<file path="src/rtl/mel_sparse_sched_pkg.sv">
// Shared types and constants for the sparse mel filterbank sequencer:
// state encoding, filter-table field layout and address widths.
package mel_sparse_sched_pkg;

    localparam int ADDR_WIDTH      = 12;
    localparam int COEF_ADDR_WIDTH = 15;
    localparam int MEL_WIDTH       = 6;
    localparam int TBL_WIDTH       = 2 * ADDR_WIDTH;

    // Filter table word: {start_bin, len}
    localparam int TBL_START_MSB = 23;
    localparam int TBL_START_LSB = 12;
    localparam int TBL_LEN_MSB   = 11;
    localparam int TBL_LEN_LSB   = 0;

    typedef logic [ADDR_WIDTH-1:0]      bin_t;
    typedef logic [COEF_ADDR_WIDTH-1:0] coef_t;
    typedef logic [MEL_WIDTH-1:0]       mel_t;
    typedef logic [TBL_WIDTH-1:0]       tbl_word_t;

    typedef enum logic [2:0] {
        ST_IDLE     = 3'd0,
        ST_TBL      = 3'd1,
        ST_TBL_WAIT = 3'd2,
        ST_ISSUE    = 3'd3,
        ST_DRAIN    = 3'd4,
        ST_LOG      = 3'd5,
        ST_WRITE    = 3'd6,
        ST_FIN      = 3'd7
    } sched_state_e;

    function automatic bin_t tbl_start_bin(input tbl_word_t word);
        return word[TBL_START_MSB:TBL_START_LSB];
    endfunction

    function automatic bin_t tbl_len(input tbl_word_t word);
        return word[TBL_LEN_MSB:TBL_LEN_LSB];
    endfunction

endpackage

</file>
<file path="src/rtl/mel_sparse_sched_if.sv">
// Bundle between the mel sequencer and its surroundings (frame controller,
// filter table, spectrum/coef memories, accumulator, log unit, mel memory).
interface mel_sparse_sched_if;
    import mel_sparse_sched_pkg::*;

    logic      start_i;
    mel_t      mel_num_i;
    logic      busy_o;
    logic      done_o;
    mel_t      tbl_addr_o;
    tbl_word_t tbl_data_i;
    bin_t      spec_addr_o;
    coef_t     coef_addr_o;
    logic      rd_vld_o;
    logic      acc_first_o;
    logic      acc_last_o;
    logic      acc_done_i;
    logic      log_req_o;
    logic      log_ack_i;
    logic      wr_en_o;
    bin_t      wr_addr_o;
    logic      wr_zero_o;

    modport master (
        input  start_i, mel_num_i, tbl_data_i, acc_done_i, log_ack_i,
        output busy_o, done_o, tbl_addr_o, spec_addr_o, coef_addr_o, rd_vld_o,
               acc_first_o, acc_last_o, log_req_o, wr_en_o, wr_addr_o, wr_zero_o
    );

    modport slave (
        output start_i, mel_num_i, tbl_data_i, acc_done_i, log_ack_i,
        input  busy_o, done_o, tbl_addr_o, spec_addr_o, coef_addr_o, rd_vld_o,
               acc_first_o, acc_last_o, log_req_o, wr_en_o, wr_addr_o, wr_zero_o
    );
endinterface

</file>
<file path="src/rtl/mel_sparse_sched_issue_cnt.sv">
// Beat counter for one filter's bin burst: loads the length, tracks the
// current bin index k and flags the last and next-to-last beats.
module mel_issue_cnt
    import mel_sparse_sched_pkg::*;
(
    input  logic clk,
    input  logic rst_n,
    input  logic load_i,
    input  logic en_i,
    input  bin_t len_i,
    output bin_t k_o,
    output logic last_o,
    output logic next_last_o
);

    bin_t rem_q, rem_d;
    bin_t k_q, k_d;

    // rem_q counts beats still to present, including the one on the bus now
    always_comb begin
        rem_d = rem_q;
        k_d   = k_q;
        if (load_i) begin
            rem_d = len_i;
            k_d   = '0;
        end else if (en_i && (rem_q != '0)) begin
            rem_d = rem_q - bin_t'(1);
            k_d   = k_q + bin_t'(1);
        end
    end

    always_ff @(posedge clk or negedge rst_n) begin
        if (!rst_n) begin
            rem_q <= '0;
            k_q   <= '0;
        end else begin
            rem_q <= rem_d;
            k_q   <= k_d;
        end
    end

    assign k_o         = k_q;
    assign last_o      = (rem_q == bin_t'(1));
    assign next_last_o = (rem_q == bin_t'(2));

endmodule

</file>
<file path="src/rtl/mel_sparse_sched.sv">
// Mel filterbank sequencer: walks each filter's non-zero bin range from the
// table ROM, feeds the MAC datapath, then runs log and mel-memory write.
module mel_sparse_sched
    import mel_sparse_sched_pkg::*;
(
    input  logic               clk,
    input  logic               rst_n,
    mel_sparse_sched_if.master bus
);

    sched_state_e state_q, state_d;

    mel_t  m_q, m_d;
    mel_t  mel_num_q, mel_num_d;
    mel_t  tbl_addr_q, tbl_addr_d;
    bin_t  start_bin_q, start_bin_d;
    bin_t  len_q, len_d;
    bin_t  spec_addr_q, spec_addr_d;
    bin_t  wr_addr_q, wr_addr_d;
    coef_t coef_ptr_q, coef_ptr_d;
    coef_t coef_addr_q, coef_addr_d;

    logic busy_q, busy_d;
    logic done_q, done_d;
    logic rd_vld_q, rd_vld_d;
    logic first_q, first_d;
    logic last_q, last_d;
    logic log_req_q, log_req_d;
    logic wr_en_q, wr_en_d;
    logic wr_zero_q, wr_zero_d;

    logic cnt_load, cnt_en, cnt_last, cnt_next_last;
    bin_t cnt_k;
    bin_t tbl_start_w, tbl_len_w;
    mel_t m_inc;

    assign tbl_start_w = tbl_start_bin(bus.tbl_data_i);
    assign tbl_len_w   = tbl_len(bus.tbl_data_i);
    assign m_inc       = m_q + mel_t'(1);

    mel_issue_cnt u_issue_cnt (
        .clk         (clk),
        .rst_n       (rst_n),
        .load_i      (cnt_load),
        .en_i        (cnt_en),
        .len_i       (tbl_len_w),
        .k_o         (cnt_k),
        .last_o      (cnt_last),
        .next_last_o (cnt_next_last)
    );

    always_comb begin
        state_d     = state_q;
        m_d         = m_q;
        mel_num_d   = mel_num_q;
        tbl_addr_d  = tbl_addr_q;
        start_bin_d = start_bin_q;
        len_d       = len_q;
        spec_addr_d = spec_addr_q;
        wr_addr_d   = wr_addr_q;
        coef_ptr_d  = coef_ptr_q;
        coef_addr_d = coef_addr_q;
        busy_d      = busy_q;
        done_d      = 1'b0;
        rd_vld_d    = 1'b0;
        first_d     = 1'b0;
        last_d      = 1'b0;
        log_req_d   = 1'b0;
        wr_en_d     = 1'b0;
        wr_zero_d   = 1'b0;
        cnt_load    = 1'b0;
        cnt_en      = 1'b0;

        case (state_q)
            ST_IDLE: begin
                if (bus.start_i) begin
                    mel_num_d  = bus.mel_num_i;
                    m_d        = '0;
                    tbl_addr_d = '0;
                    coef_ptr_d = '0;
                    busy_d     = 1'b1;
                    state_d    = (bus.mel_num_i == '0) ? ST_FIN : ST_TBL;
                end
            end
            ST_TBL: begin
                state_d = ST_TBL_WAIT;
            end
            ST_TBL_WAIT: begin
                start_bin_d = tbl_start_w;
                len_d       = tbl_len_w;
                if (tbl_len_w == '0) begin
                    wr_en_d   = 1'b1;
                    wr_zero_d = 1'b1;
                    wr_addr_d = bin_t'(m_q);
                    state_d   = ST_WRITE;
                end else begin
                    // Present beat k=0 straight out of the table read
                    cnt_load    = 1'b1;
                    rd_vld_d    = 1'b1;
                    spec_addr_d = tbl_start_w;
                    coef_addr_d = coef_ptr_q;
                    first_d     = 1'b1;
                    last_d      = (tbl_len_w == bin_t'(1));
                    state_d     = ST_ISSUE;
                end
            end
            ST_ISSUE: begin
                if (cnt_last) begin
                    coef_ptr_d = coef_ptr_q + coef_t'(len_q);
                    state_d    = ST_DRAIN;
                end else begin
                    cnt_en      = 1'b1;
                    rd_vld_d    = 1'b1;
                    spec_addr_d = start_bin_q + cnt_k + bin_t'(1);
                    coef_addr_d = coef_ptr_q + coef_t'(cnt_k) + coef_t'(1);
                    last_d      = cnt_next_last;
                end
            end
            ST_DRAIN: begin
                if (bus.acc_done_i) begin
                    log_req_d = 1'b1;
                    state_d   = ST_LOG;
                end
            end
            ST_LOG: begin
                if (bus.log_ack_i) begin
                    wr_en_d   = 1'b1;
                    wr_addr_d = bin_t'(m_q);
                    state_d   = ST_WRITE;
                end else begin
                    log_req_d = 1'b1;
                end
            end
            ST_WRITE: begin
                m_d        = m_inc;
                tbl_addr_d = m_inc;
                state_d    = (m_inc == mel_num_q) ? ST_FIN : ST_TBL;
            end
            ST_FIN: begin
                done_d  = 1'b1;
                busy_d  = 1'b0;
                state_d = ST_IDLE;
            end
            default: begin
                state_d = ST_IDLE;
            end
        endcase
    end

    always_ff @(posedge clk or negedge rst_n) begin
        if (!rst_n) begin
            state_q     <= ST_IDLE;
            m_q         <= '0;
            mel_num_q   <= '0;
            tbl_addr_q  <= '0;
            start_bin_q <= '0;
            len_q       <= '0;
            spec_addr_q <= '0;
            wr_addr_q   <= '0;
            coef_ptr_q  <= '0;
            coef_addr_q <= '0;
            busy_q      <= 1'b0;
            done_q      <= 1'b0;
            rd_vld_q    <= 1'b0;
            first_q     <= 1'b0;
            last_q      <= 1'b0;
            log_req_q   <= 1'b0;
            wr_en_q     <= 1'b0;
            wr_zero_q   <= 1'b0;
        end else begin
            state_q     <= state_d;
            m_q         <= m_d;
            mel_num_q   <= mel_num_d;
            tbl_addr_q  <= tbl_addr_d;
            start_bin_q <= start_bin_d;
            len_q       <= len_d;
            spec_addr_q <= spec_addr_d;
            wr_addr_q   <= wr_addr_d;
            coef_ptr_q  <= coef_ptr_d;
            coef_addr_q <= coef_addr_d;
            busy_q      <= busy_d;
            done_q      <= done_d;
            rd_vld_q    <= rd_vld_d;
            first_q     <= first_d;
            last_q      <= last_d;
            log_req_q   <= log_req_d;
            wr_en_q     <= wr_en_d;
            wr_zero_q   <= wr_zero_d;
        end
    end

    assign bus.busy_o      = busy_q;
    assign bus.done_o      = done_q;
    assign bus.tbl_addr_o  = tbl_addr_q;
    assign bus.spec_addr_o = spec_addr_q;
    assign bus.coef_addr_o = coef_addr_q;
    assign bus.rd_vld_o    = rd_vld_q;
    assign bus.acc_first_o = first_q;
    assign bus.acc_last_o  = last_q;
    assign bus.log_req_o   = log_req_q;
    assign bus.wr_en_o     = wr_en_q;
    assign bus.wr_addr_o   = wr_addr_q;
    assign bus.wr_zero_o   = wr_zero_q;

endmodule
</file>
<file path="src/flat_wrapper.sv">
// flat-port wrapper written by rule: the top's interface ports become plain ports
module mel_sparse_sched_flat import mel_sparse_sched_pkg::*;
  (clk, rst_n, bus_start_i, bus_mel_num_i, bus_tbl_data_i, bus_acc_done_i, bus_log_ack_i, bus_busy_o, bus_done_o, bus_tbl_addr_o, bus_spec_addr_o, bus_coef_addr_o, bus_rd_vld_o, bus_acc_first_o, bus_acc_last_o, bus_log_req_o, bus_wr_en_o, bus_wr_addr_o, bus_wr_zero_o);
  mel_sparse_sched_if bus_i ();
  input  logic clk;
  input  logic rst_n;
  input wire logic [$bits(bus_i.start_i)-1:0] bus_start_i;
  input wire logic [$bits(bus_i.mel_num_i)-1:0] bus_mel_num_i;
  input wire logic [$bits(bus_i.tbl_data_i)-1:0] bus_tbl_data_i;
  input wire logic [$bits(bus_i.acc_done_i)-1:0] bus_acc_done_i;
  input wire logic [$bits(bus_i.log_ack_i)-1:0] bus_log_ack_i;
  output wire logic [$bits(bus_i.busy_o)-1:0] bus_busy_o;
  output wire logic [$bits(bus_i.done_o)-1:0] bus_done_o;
  output wire logic [$bits(bus_i.tbl_addr_o)-1:0] bus_tbl_addr_o;
  output wire logic [$bits(bus_i.spec_addr_o)-1:0] bus_spec_addr_o;
  output wire logic [$bits(bus_i.coef_addr_o)-1:0] bus_coef_addr_o;
  output wire logic [$bits(bus_i.rd_vld_o)-1:0] bus_rd_vld_o;
  output wire logic [$bits(bus_i.acc_first_o)-1:0] bus_acc_first_o;
  output wire logic [$bits(bus_i.acc_last_o)-1:0] bus_acc_last_o;
  output wire logic [$bits(bus_i.log_req_o)-1:0] bus_log_req_o;
  output wire logic [$bits(bus_i.wr_en_o)-1:0] bus_wr_en_o;
  output wire logic [$bits(bus_i.wr_addr_o)-1:0] bus_wr_addr_o;
  output wire logic [$bits(bus_i.wr_zero_o)-1:0] bus_wr_zero_o;
  assign bus_i.start_i = bus_start_i;
  assign bus_i.mel_num_i = bus_mel_num_i;
  assign bus_i.tbl_data_i = bus_tbl_data_i;
  assign bus_i.acc_done_i = bus_acc_done_i;
  assign bus_i.log_ack_i = bus_log_ack_i;
  assign bus_busy_o = bus_i.busy_o;
  assign bus_done_o = bus_i.done_o;
  assign bus_tbl_addr_o = bus_i.tbl_addr_o;
  assign bus_spec_addr_o = bus_i.spec_addr_o;
  assign bus_coef_addr_o = bus_i.coef_addr_o;
  assign bus_rd_vld_o = bus_i.rd_vld_o;
  assign bus_acc_first_o = bus_i.acc_first_o;
  assign bus_acc_last_o = bus_i.acc_last_o;
  assign bus_log_req_o = bus_i.log_req_o;
  assign bus_wr_en_o = bus_i.wr_en_o;
  assign bus_wr_addr_o = bus_i.wr_addr_o;
  assign bus_wr_zero_o = bus_i.wr_zero_o;
  mel_sparse_sched u_core (.clk(clk), .rst_n(rst_n), .bus(bus_i));
endmodule
</file>
<file path="config.mk">
export PLATFORM = sky130hd
export DESIGN_NAME = mel_sparse_sched_flat
export DESIGN_NICKNAME = d
export VERILOG_FILES = /design/src/rtl/mel_sparse_sched_pkg.sv /design/src/rtl/mel_sparse_sched_if.sv /design/src/rtl/mel_sparse_sched_issue_cnt.sv /design/src/rtl/mel_sparse_sched.sv /design/src/flat_wrapper.sv
export SDC_FILE = /design/constraint.sdc
export NUM_CORES = 1
export LEC_CHECK = 0
export ABC_AREA = 1
export CAP_MARGIN = 20
export CORE_MARGIN = 3
export CORE_UTILIZATION = 30
export DETAILED_ROUTE_END_ITERATION = 16
export GPL_ROUTABILITY_DRIVEN = 0
export HOLD_SLACK_MARGIN = 0.03
export SYNTH_ARGS = -nofsm -noshare
export SYNTH_HDL_FRONTEND = slang
export SYNTH_SLANG_ARGS = --single-unit
</file>
<file path="constraint.sdc">
create_clock -name clk -period 5.8 [get_ports clk]
set_input_delay 1.16 -clock clk [delete_from_list [all_inputs] [get_ports clk]]
set_output_delay 1.16 -clock clk [all_outputs]
set_load 0.02 [all_outputs]
</file>
==> metrics, run 1 <==
outcome=finished clean; post-route ant nets=0; post-synthesis sequential area ratio=0.392; die height=165 um; # fillers=2559; clock root buffer=clkbuf_16; via count=6923; Critical Path AT=3.55 ns; Max Buffers Root-to-Sink=2; synthesized area=7600 um2; initial detailed-routing violation count=around 560; static leakage=0.00455 uW; Hold WC Path Type=reg -> reg; H-tree Lvls=4; measured slew at the worst slew-check pin=about 0.83 ns; vias per inst=4.77; clock power share=0.241; total gr overflow=0; synth unique cells=46; most common cell after layout, fill and taps aside=nand2_1; critical path startpoint category=input port; Antenna Cells=0; cells after synthesis=1039; initial antenna violation count=0; layout cells sized above 1=0.0585; largest net degree at the start of global routing=65; Sequential Power Share=0.301; Fmax achieved=308 MHz; Post-CTS Hold Buffers=0; Switching Share=0.428; Switch Pwr=slightly below 2000 uW; CP Max Fanout=38; commonest cells after routing, fill and taps aside=nand2_1, dfrtp_1, inv_1; # rows=57; Overall Global Routing Usage=0.157; Synth top area share=0.392; Syn Area/Cell=roughly 7.3 um2; IO Pins=between 80 and 90; Sink Count=about 120; combinational share of power=0.458; Synthesis Warnings=0; cell family with most CP delay=simple AND/OR/NAND/NOR gates; CP peak stage delay=0.58 ns; Final setup viols=0; skew final=0.0140 ns; Final Slew Violations=0; Sum Neg Setup Slack=0 ns; cell internal pwr=2640 uW; slowest cell on the critical path=inv_2; Cells after DPL=about 1400; Layout area overhead=21.8%; vias in the first global route=6601; peak supply drop=0.181 mV; First-pass DRT Iterations=5; top post-synthesis cells by area=dfrtp_1, nand2_1, ha_1; Setup crit end kind=register; Max Cap Violations=0; Final Hold Fails=0; Initial Utilization=0.309; nets=1196; # DRC=0; die width=about 170 um; clk_lat worst skew=0.43 ns; critical path type=in -> reg; most frequent CP cell=nand2_1; Core Region=24600 um2; CTS tree=yes; Synth area leader=dfrtp_1; post-cts resize count=0; min cycle time layout=3.24 ns; total power draw=around 4600 uW; Tcrit/Tclk final=0.559; Die Area=27300 um2; # Post-CTS Setup Buffers=0; PwrDens=498 nW/um2; slew margin rel.=0.447; first-pass GRT wire length=33900 um; Worst EP required=6.10 ns; Avg WL per Cell=14.2 um; Yosys reg bits=119; total wire length=20700 um; post-DP HPWL=15300 um; Num CTS Buffers=17; Layout Cells excl Fill=1452; Port Buffers=81; crit-path cells=clkdlybuf4s50_1 -> nor2_1 -> nand2_1 -> nor2_1 -> nand2_1 -> nand2_2 -> nand2_4 -> inv_2 -> a21oi_1 -> o21ai_1 -> nand2_1; unrepaired setup endpoints after global routing=false; clk slew on worst S/H paths=0.06 ns; WP buf/inv=2
-- registers in the layout, indices dropped and copies added, names as in the netlist, 12 cells and up --
signal	cells
u_core.u_issue_cnt.rem_q	12
u_core.bus.spec_addr_o	12
u_core.u_issue_cnt.k_o	12
u_core.bus.coef_addr_o	15
u_core.coef_ptr_q	15
u_core.len_q	12
u_core.start_bin_q	12
-- stage by stage --
stage / cell area (um2) / hold WS [ns] / utilization / setup WS, ns
final: 9260 / 0.479 / 0.376 / 2.56
after global routing: 9260 / 0.513 / 0.376 / 2.28
after CTS: 9260 / 0.488 / 0.376 / 2.56
after detailed placement: 8650 / 0.472 / 0.352 / 2.11
after global placement: 8650 / 0.469 / 0.352 / 2.21
after floorplan: 7620 / 0.453 / - / 3.58
-- worst paths after layout --
path	from	end	slack, ns	cells past startpoint
worst max-delay path	bus_tbl_data_i[9]	u_core.bus.coef_addr_o[7]$_DFFE_PN0P_	2.56	11
worst min-delay path	u_core.bus.spec_addr_o[9]$_DFFE_PN0P_	u_core.bus.spec_addr_o[9]$_DFFE_PN0P_	0.48	2
worst max register to register	u_core.state_q[2]$_DFFE_PN0P_	u_core.bus.coef_addr_o[7]$_DFFE_PN0P_	2.85	10
worst min register to register	u_core.bus.spec_addr_o[9]$_DFFE_PN0P_	u_core.bus.spec_addr_o[9]$_DFFE_PN0P_	0.48	2
max in group asynchronous	rst_n	u_core.u_issue_cnt.k_o[7]$_DFFE_PN0P_	4.04	2
min in group asynchronous	rst_n	u_core.bus.wr_addr_o[0]$_DFFE_PN0P_	0.63	1
-- power by group through the flow --
stage | clock, uW | sequential, uW | combinational (uW)
final | 1110 | 1390 | 2110
after floorplan | 0 | 1470 | 1420
after global placement | 0 | 1400 | 2080
after CTS | 1130 | 1390 | 2130
after detailed placement | 0 | 1400 | 2120
after global routing | 1170 | 1430 | 2400
-- area by class of cell --
type | count | area (um2) | area share
well taps | 324 | 405 | 0.0438
flip-flops and latches | 119 | 2980 | 0.322
inverters | 116 | 438 | 0.0473
clock inverters | 10 | 153 | 0.0165
repair buffers | 85 | 838 | 0.0905
multi-input cells | 778 | 3990 | 0.431
clock buffers | 20 | 457 | 0.0493
-- cells in the mapped netlist, drive strengths merged --
library cell,n
a21boi,2
a21o,2
a21oi,45
a31o,1
a31oi,6
and2,1
buf,26
clkbuf,5
conb,1
dfrtp,119
fa,3
ha,41
inv,116
nand2,334
nand3,73
nand3b,5
nand4,14
nor2,93
nor3,15
nor4,3
o211ai,3
o21a,2
o21ai,87
o21bai,2
o22ai,8
o31ai,1
o32ai,1
or2,6
xnor2,6
xor2,18
-- layer usage --
| layer | up-vias | part of all wire | GRT usage |
|---|---|---|---|
| li1 | 3515 | - | - |
| met1 | 3213 | 0.48 | 0.218 |
| met2 | 162 | 0.44 | 0.241 |
| met3 | 33 | 0.052 | 0.0349 |
| met4 | 0 | 0.023 | 0.0553 |
| met5 | - | 0 | 0 |
-- worst register-to-register path, cell delays in order (launching register included) --
cell and delay (ns):
dfrtp_1 0.46, nor2_1 0.10, nand2_1 0.07, buf_4 0.33, inv_2 0.31, nand2_2 0.45
nand2_4 0.24, inv_2 0.58, a21oi_1 0.12, o21ai_1 0.11, nand2_1 0.06
-- cells by family after synthesis --
| group | count (synthesis) | synth area share |
|---|---|---|
| adders and majority gates | 44 | 0.0754 |
| DFF | 119 | 0.392 |
| xor gates and xnor gates | 24 | 0.0277 |
| buffers and inverters | 147 | 0.0854 |
| other | 1 | 0.000493 |
| AOI/OAI and AO/OA | 160 | 0.114 |
| and+or+nand+nor | 544 | 0.305 |
Power figures use the tool's default switching activity.
==> inputs of run 2 (changes only) <==
==> constraint.sdc (replaced) <==
create_clock -name clk -period 3.12 [get_ports clk]
set_input_delay 0.624 -clock clk [delete_from_list [all_inputs] [get_ports clk]]
set_output_delay 0.624 -clock clk [all_outputs]
set_load 0.02 [all_outputs]
==> run 2 against run 1 <==
Effect of this change: via count about the same; total power rose by 85%; combinational power up 89%; first-iteration DRC count down 23%; die area is the same; critical path type is now reg -> reg; count of clock-buffer cells in the layout up 1; final area up 0.38%; clock power grew 77%; non-clock buffer count grew 5; worst setup slack lost 1.8 ns.
==> metrics, run 2 (same netlist as run 1, synthesis figures left out) <==
# Post-CTS Setup Buffers=0; Sum Neg Setup Slack=0 ns; vias in the first global route=6600; PwrDens=between 900 and 1000 nW/um2; critical path startpoint category=register; Fmax achieved=430 MHz; Critical Path Source=u_core.u_issue_cnt.k_o[0]$_DFFE_PN0P_; die width=165 um; Final setup viols=0; Crit Reg-Reg Endpoint=u_core.bus.coef_addr_o[12]$_DFFE_PN0P_; clock root buffer=clkbuf_16; final hold slack=0.142 ns; commonest cells after routing, fill and taps aside=nand2_1, dfrtp_1, inv_1; initial antenna violation count=0; layout cells sized above 1=0.0643; total gr overflow=0; Hold WC Path Type=in -> async; First-pass DRT Iterations=5; Post-DP Area=8700 um2; area of the multi-input gates=approximately 4000 um2; Switching Share=0.435; Setup crit end kind=register; Core Region=24600 um2; peak supply drop=0.366 mV; Avg WL per Cell=14.1 um; post-DP HPWL=between 15000 and 20000 um; PnR worst setup slack=0.795 ns; critical path type=reg -> reg; first-pass GRT wire length=33900 um; path depth of the worst reg2reg path=9; post-route ant nets=0; Register Area=2980 um2; Post-CTS Hold Buffers=0; post-cts resize count=0; R2R Path Start=u_core.u_issue_cnt.k_o[0]$_DFFE_PN0P_; # fillers=2558; Antenna Cells=0; Finished Cell Area=9300 um2; CP Max Fanout=4; unrepaired setup endpoints after global routing=false; min cycle time layout=2.33 ns; Max Buffers Root-to-Sink=2; Port Buffers=81; slew margin rel.=0.631; measured slew at the worst slew-check pin=0.554 ns; H-tree Lvls=4; clk_lat worst skew=0.42 ns; clk slew on worst S/H paths=0.06 ns; Initial Utilization=0.309; Tcrit/Tclk final=0.745; IO Pins=88; Final Hold Fails=0; Overall Global Routing Usage=0.157; CTS tree=yes; largest net degree at the start of global routing=46; via count=6920; combinational share of power=0.466; total wire length=20600 um; cell internal pwr=4820 uW; die height=around 170 um; Max Cap Violations=0; R2R setup slack=0.79 ns; nets=1201; skew final=between 0.009 and 0.01 ns; Worst EP required=~3.4 ns; initial detailed-routing violation count=between 400 and 500; Layout area overhead=22.3%; static leakage=0.00456 uW; Num CTS Buffers=17; final core utilization=0.378; # rows=57; clock power share=0.230; Sink Count=119; Critical Path AT=2.64 ns; Switch Pwr=3710 uW; Sequential Power Share=0.304; Final Slew Violations=0; Die Area=around 27000 um2; vias per inst=4.74; # DRC=0; most common cell after layout, fill and taps aside=nand2_1; Place WS=0.493 ns; outcome=finished clean
-- run 2: metal layers --
metal / share of wire / vias to the layer above / wire length, um / track usage
met5: 0 / - / 0 / 0
met4: 0.015 / 0 / 309 / 0.0435
met3: 0.047 / 21 / 972 / 0.0307
met2: 0.46 / 164 / 9550 / 0.251
met1: 0.47 / 3202 / 9790 / 0.216
li1: - / 3533 / - / -
-- run 2: layout make-up --
type / instances / share of cell area
clock buffer: 21 / 0.0506
clock inverter: 11 / 0.0133
inverter: 116 / 0.0471
multi-input combinational: 778 / 0.429
sequential: 119 / 0.320
tap: 324 / 0.0436
timing repair buffer: 90 / 0.0956
-- run 2: stage by stage --
stage	instances	power, uW
global route	1459	9280
global placement	1427	6540
floorplan	1044	5360
detailed placement	1427	6590
finish	1459	8530
CTS	1459	8590
-- run 2: power groups by stage --
| stage | Combinational [uW] | Sequential (uW) | Clock, uW |
|---|---|---|---|
| after floorplan | 2630 | 2730 | 0 |
| after global placement | 3930 | 2620 | 0 |
| after detailed placement | 3980 | 2610 | 0 |
| after CTS | 3990 | 2600 | 2000 |
| after global routing | 4530 | 2670 | 2080 |
| final | 3980 | 2590 | 1960 |
-- run 2: worst max path at each step --
stage,cells past startpoint,endpoint
2_1_floorplan,9,u_core.bus.coef_addr_o[12]$_DFFE_PN0P_
3_3_place_gp,11,u_core.bus.spec_addr_o[0]$_DFFE_PN0P_
3_5_place_dp,11,u_core.bus.spec_addr_o[0]$_DFFE_PN0P_
4_1_cts,9,u_core.bus.coef_addr_o[12]$_DFFE_PN0P_
5_1_grt,9,u_core.bus.coef_addr_o[12]$_DFFE_PN0P_
6_report,9,u_core.bus.coef_addr_o[12]$_DFFE_PN0P_
-- run 2: critical path, stage by stage (launching register included) --
cell and delay, ns:
dfrtp_1 0.39, inv_1 0.13, ha_1 0.25, fa_1 0.40, o21ai_0 0.43, nand4_1 0.15
nand3_1 0.22, nand3_1 0.10, nand3_1 0.10, nand2_1 0.06
